**config.mk**
```make
export PLATFORM = sky130hd
export DESIGN_NAME = seq_transmit
export DESIGN_NICKNAME = d
export VERILOG_FILES = /design/src/rtl/seq_transmit.sv
export SDC_FILE = /design/constraint.sdc
export NUM_CORES = 1
export LEC_CHECK = 0
export CAP_MARGIN = 30
export CELL_PAD_IN_SITES_DETAIL_PLACEMENT = 1
export CELL_PAD_IN_SITES_GLOBAL_PLACEMENT = 2
export CORE_ASPECT_RATIO = 0.5
export CORE_MARGIN = 4
export CORE_UTILIZATION = 31
export DETAILED_ROUTE_END_ITERATION = 10
export PLACE_DENSITY = 0.83
export SYNTH_ARGS = -nofsm -noshare
export SYNTH_HDL_FRONTEND = slang
export SYNTH_SLANG_ARGS = --single-unit
```
**constraint.sdc**
```tcl
create_clock -name clk -period 2.3 [get_ports clk]
set_input_delay 0.46 -clock clk [delete_from_list [all_inputs] [get_ports clk]]
set_output_delay 0.46 -clock clk [all_outputs]
set_load 0.005 [all_outputs]
```
**src/rtl/seq_transmit.sv**
```systemverilog
// seq_transmit: sends an N-bit pattern MSB first, repeated max(reps,1) times per request.
module seq_transmit #(
  parameter int N      = 6,
  parameter int REPS_W = 4
) (
  input  logic              clk,
  input  logic              reset,
  input  logic              start,
  input  logic [N-1:0]      seq,
  input  logic [REPS_W-1:0] reps,
  input  logic              abort,
  output logic              ready,
  output logic              a,
  output logic              a_valid,
  output logic              last
);
  localparam int BW = $clog2(N);
  typedef enum logic {IDLE, SEND} state_t;
  state_t            r_state;
  logic [N-1:0]      r_shreg;
  logic [N-1:0]      r_pat;
  logic [BW-1:0]     r_bit;
  logic [REPS_W-1:0] r_rep;
  logic              w_send;
  logic              w_end_pat;
  always_comb begin
    w_send    = r_state == SEND;
    w_end_pat = r_bit == BW'(N - 1);
    last      = w_send && w_end_pat && r_rep == '0;
    ready     = !w_send || last;
    a         = w_send && r_shreg[N-1];
    a_valid   = w_send;
  end
  // the pattern copy lets repetitions reload after the shift register has drained
  always_ff @(posedge clk) begin
    if (reset) begin
      r_state <= IDLE;
      r_shreg <= '0;
      r_pat   <= '0;
      r_bit   <= '0;
      r_rep   <= '0;
    end else if (abort) begin
      r_state <= IDLE;
      r_bit   <= '0;
      r_rep   <= '0;
    end else if (start && ready) begin
      r_state <= SEND;
      r_shreg <= seq;
      r_pat   <= seq;
      r_bit   <= '0;
      r_rep   <= (reps == '0) ? '0 : reps - REPS_W'(1);
    end else if (w_send) begin
      if (!w_end_pat) begin
        r_shreg <= {r_shreg[N-2:0], 1'b0};
        r_bit   <= r_bit + BW'(1);
      end else if (r_rep != '0) begin
        r_shreg <= r_pat;
        r_bit   <= '0;
        r_rep   <= r_rep - REPS_W'(1);
      end else begin
        r_state <= IDLE;
      end
    end
  end
endmodule

```
## After elaboration in Yosys (flattened, before gate mapping)

Index checks and enable logic that the tools add are counted.

| word-level totals | value |
|---|---|
| register bits | 20 |

| cells by class | value |
|---|---|
| add/sub/neg operators | 3 |
| equal/unequal tests | 3 |
| mux-type cells | 15 |
| bitwise logic cells | 1 |
| reductions and logical operators | 18 |

Operators with widths:

| kind | number |
|---|---|
| $mux W6 | 4 |
| $mux W4 | 5 |
| $logic_not A4 Y1 | 2 |
| $sub A4 B1 Y4 const B | 2 |
| $mux W3 | 2 |
| $reduce_and A3 Y1 | 2 |
| $reduce_bool A2 Y1 | 3 |
| $logic_and A1 B1 Y1 | 4 |
| $mux W1 | 4 |
| $reduce_and A2 Y1 | 2 |
| $reduce_bool A4 Y1 | 1 |
| $add A3 B1 Y3 const B | 1 |
| $eq A3 B3 Y1 const B | 1 |
| $ne A3 B1 Y1 const B | 1 |
| $reduce_or A3 Y1 | 1 |
| $ne A2 B1 Y1 const B | 1 |
| $reduce_or A2 Y1 | 1 |
| $logic_not A1 Y1 | 1 |
| $logic_or A1 B1 Y1 | 1 |
| $not A1 Y1 | 1 |

## Logic depth before layout (Yosys ltp)

| logic depth | value |
|---|---|
| depth in word-level cells | 7 |
| mapped depth | 7 |
| depth with buffers taken out | 6 |

## Least setup slack after synthesis

Ideal clock, no wire load.

| timing | value |
|---|---|
| path type | reg-to-reg |
| start | register r_rep[0] |
| end | register r_bit[0] |
| library setup time | 0.103 ns |
| data arrival time | 1.562 ns |
| data required time | 2.197 ns |
| slack | 0.635 ns |
| cell stages (with the launch flop) | 7 |
| path buffers | 0 |
| clock period less this slack | 1.665 ns |
| cell sequence | dfxtp_1 inv_1 ha_1 or3b_4 o21ai_4 nand2_2 a2111oi_2 |

| between the ends | value |
|---|---|
| cells in the longest elaborated chain, start to end | 5 |

RTL lines:

| what | line | text |
|---|---|---|
| start, declared | 23 | `logic [REPS_W-1:0] r_rep;` |
| start signal, assigned | 51 | `r_rep <= (reps == '0) ? '0 : reps - REPS_W'(1);` |
| start signal, assigned | 59 | `r_rep <= r_rep - REPS_W'(1);` |
| $logic_not A4 Y1 | 29 | `last = w_send && w_end_pat && r_rep == '0;` |
| $logic_and A1 B1 Y1 | 29 |  |
| $logic_or A1 B1 Y1 | 30 | `ready = !w_send \|\| last;` |
| via ready | 12 | `output logic ready,` |
| $logic_and A1 B1 Y1 | 46 | `end else if (start && ready) begin` |
| $reduce_or A3 Y1 (no line) | n/a |  |
| end signal, assigned | 55 | `r_bit <= r_bit + BW'(1);` |
| end, declared | 22 | `logic [BW-1:0] r_bit;` |

The timed path passes the listed nets, and every way through them passes these cells.
A chain may end at the register's enable or synchronous reset.

## Worst setup path in the final report

| timing | value |
|---|---|
| start | register r_rep[0] |
| end | output ready |

| between the ends | value |
|---|---|
| cells in the longest elaborated chain, start to end | 3 |

RTL lines:

| what | line |
|---|---|
| $logic_not A4 Y1 | 29 |
| $logic_and A1 B1 Y1 | 29 |
| $logic_or A1 B1 Y1 | 30 |
| end, declared | 12 |

Every way passes these cells.

==> metrics <==
clock share of power=a little over two fifths; Critical Path RT=1840 ps; Max H-tree Level=1; clk slew on worst S/H paths=90 ps; number of hold buffers added after CTS=0; maximum VDD drop=around 0.24 mV; Yosys top cell area share=36.7%; Critical R2R Launch=r_bit[0]$_SDFFE_PP0P_; placed inst area=around 1300 µm²; die area=4590 µm²; CP max FO=4; dominant cell type by area after synthesis=dfxtp_1; post-synthesis mux area share=6.54%; Synth Area in Compound Gates=23.4%; Post-Synth Adder-Cell Area=1.15%; fin crit share=92.0%; Max Slew Vio Count=0; origin of the worst setup path=r_rep[0]$_SDFFE_PP0P_; Crit-path slowest cell=or3b_4; Antenna diodes=0; Die W=between 90 and 100 µm; RSZ-0062 raised after global routing=false; DRT antenna net count=0; Max-Slew Margin vs Limit=around 66%; share of cells above drive strength 1=between 10% and 20%; Reg power frac=between 40% and 50%; worst min-delay path class=reg -> reg; Final Cell Area=~1400 µm²; Residual DRC=0; IO Count=18; worst slew pin tran=511 ps; Port Buffers=17; static leakage=0.000491 µW; Fin Setup TNS=0 ps; Area contributors post-synth=dfxtp_1 37%, mux2i_1 5.5%, nor3_1 5.5%; total global-route track usage=13.3%; PwrDens=608 nW/µm²; endpoints failing hold=0; clk sinks=20; CP startpoint kind=flop; Synth Warn #=0; post-DR wirelength/cell=15.3 µm; Top FF cell, synth=dfxtp_1; slowest cell delay on critical path=410 ps; Yosys reg bits=20; first-pass GRT wire length=4800 µm; CP Class=reg -> out; CTS tree=yes; Initial Util=34.4%; GRT Residual Overflow=0; Gate power share=15.0%; root buffer cell=clkbuf_8; vias=989; First-pass DRT Iterations=4; net count reported at finish=159; most frequent cell after synthesis=dfxtp_1; FFs w/ async S/R, synth=0%; GPL Wtd Cong=around 0.74; Sw Share=23.2%; largest family of logic cells by synthesized area=simple AND/OR/NAND/NOR gates; Core Util, Final=between 40 and 50%; Seq/Total Area, Yosys=36.7%; num rows=14; min-delay src=r_shreg[5]$_SDFFE_PP0P_; worst-skew pair later-pin latency=270 ps; Synth Area per Inst=roughly 9 µm²; top cells by count, synth=20 x dfxtp_1, 12 x nor2_1, 12 x nor3_1, 6 x a21oi_1, 6 x mux2i_1; Post-DP HPWL=2180 µm; outcome=completed; Max Cap Viol=0; Fmax=about 0.47 GHz; Core Box Area=3170 µm²; worst path cell trace=inv_1 -> ha_2 -> or3b_4 -> o21ai_4 -> dlygate4sd2_1; DR vias/cell=5.18; Num CTS Buffers=3; clock skew=14.1 ps; Yosys cell types=43; initial antenna violation count=0; Pint=between 600 and 700 µW; CP arrival=roughly 1700 ps; vias in the first global route=962; final worst slack=184 ps; Total Wirelength=2910 µm; Synth Instances=121; XOR/XNOR Fraction of Synth Area=1.61%; CP Capture Type=output port; Final setup violation count=0; number of synthesized flops with an enable pin=0; Area Overhead vs Synth=29.7%; Place WS=178 ps; largest net degree at the start of global routing=13; Max Root-Sink Buffers=2; Synth Net Count=~140; Starting DRT DRC Count=86; Switching Power=199 µW; die height=roughly 50 µm; CP delay by family, top=simple AND/OR/NAND/NOR gates; simple-gate area share of the yosys netlist=between 20 and 30%; Final Critical Period=2120 ps; Post-Syn Area=1090 µm²; Buf+Inv Stages, Crit Path=2
==> cell type report <==
type | count | area [µm²]
Sequential cell | 20 | 400
Clock inverter | 1 | 30.0
Tap cell | 48 | 60.1
Clock buffer | 3 | 41.3
Inverter | 4 | 15.0
Timing Repair Buffer | 23 | 213
Multi-Input combinational cell | 92 | 654
Fill cell | 374 | 1760
==> cell families after synthesis <==
| family | Yosys count |
|---|---|
| AND/OR/NAND/NOR | 51 |
| AO/OA/AOI/OAI | 31 |
| flip-flops | 20 |
| buffers and inverters | 9 |
| multiplexers | 7 |
| XOR/XNOR | 2 |
| adder cells (fa/ha/maj) | 1 |
==> power by group through the flow <==
stage                     sequential [µW]  combinational (µW)  clock (µW)
after global routing                  375                 142         386
after CTS                             373                 129         364
after floorplan                       378                72.7           0
final                                 373                 129         357
after detailed placement              381                 129           0
after global placement                380                 126           0
==> routing by layer <==
layer | vias up | wire [µm] | GRT usage [%]
li1 | 496 | - | -
met1 | 463 | 1370 | 17.6
met2 | 28 | 1370 | 20.9
met3 | 2 | 146 | 4.86
met4 | 0 | 19 | 2.71
met5 | - | 0 | 0
==> stage by stage <==
step | cells | hold WS, ps | total power (µW)
floorplan | 121 | 427 | 450
global placement | 187 | 452 | 507
detailed placement | 187 | 450 | 509
CTS | 191 | 477 | 866
global route | 191 | 506 | 903
finish | 191 | 468 | 859
==> cell usage in the layout, fill, tap and decap left out, drive strengths merged, types with 2 or more instances in the layout <==
master / instances
dfxtp: 20
clkdlybuf4s50: 15
nor2: 13
nor3: 12
a21oi: 6
mux2i: 6
buf: 6
o21ai: 6
nand2b: 5
nand2: 5
inv: 4
o2bb2ai: 4
a221o: 4
a211oi: 3
clkbuf: 3
nand3b: 3
nand3: 2
xnor2: 2
dlygate4sd2: 2
a31oi: 2
==> path summary, 6_finish.rpt <==
| kind | end | slack, ps | cells after the start |
|---|---|---|---|
| worst max register to register | r_rep[1]$_SDFFE_PP0P_ | 440 | 5 |
| worst min register to register | r_shreg[5]$_SDFFE_PP0P_ | 470 | 1 |
| worst max-delay path | ready | 180 | 5 |
| worst min-delay path | r_shreg[5]$_SDFFE_PP0P_ | 470 | 1 |
==> registers in the layout, summed over array words and instances (netlist names) <==
register / count
r_shreg: 6
r_rep: 4
a_valid: 1
r_pat: 6
r_bit: 3
==> worst reg2reg max path: stages, from the launching register on <==
cell      delay, ps
dfxtp_1         480
and3b_1         540
a31oi_4         220
buf_4           210
a211oi_1        220
a211oi_1         70
==> timing repair <==
item                       4_1_cts  5_1_grt
resized for setup                3        0
buffers inserted                 0        0
setup endpoints to repair        2        0
Power figures use the tool's default switching activity.
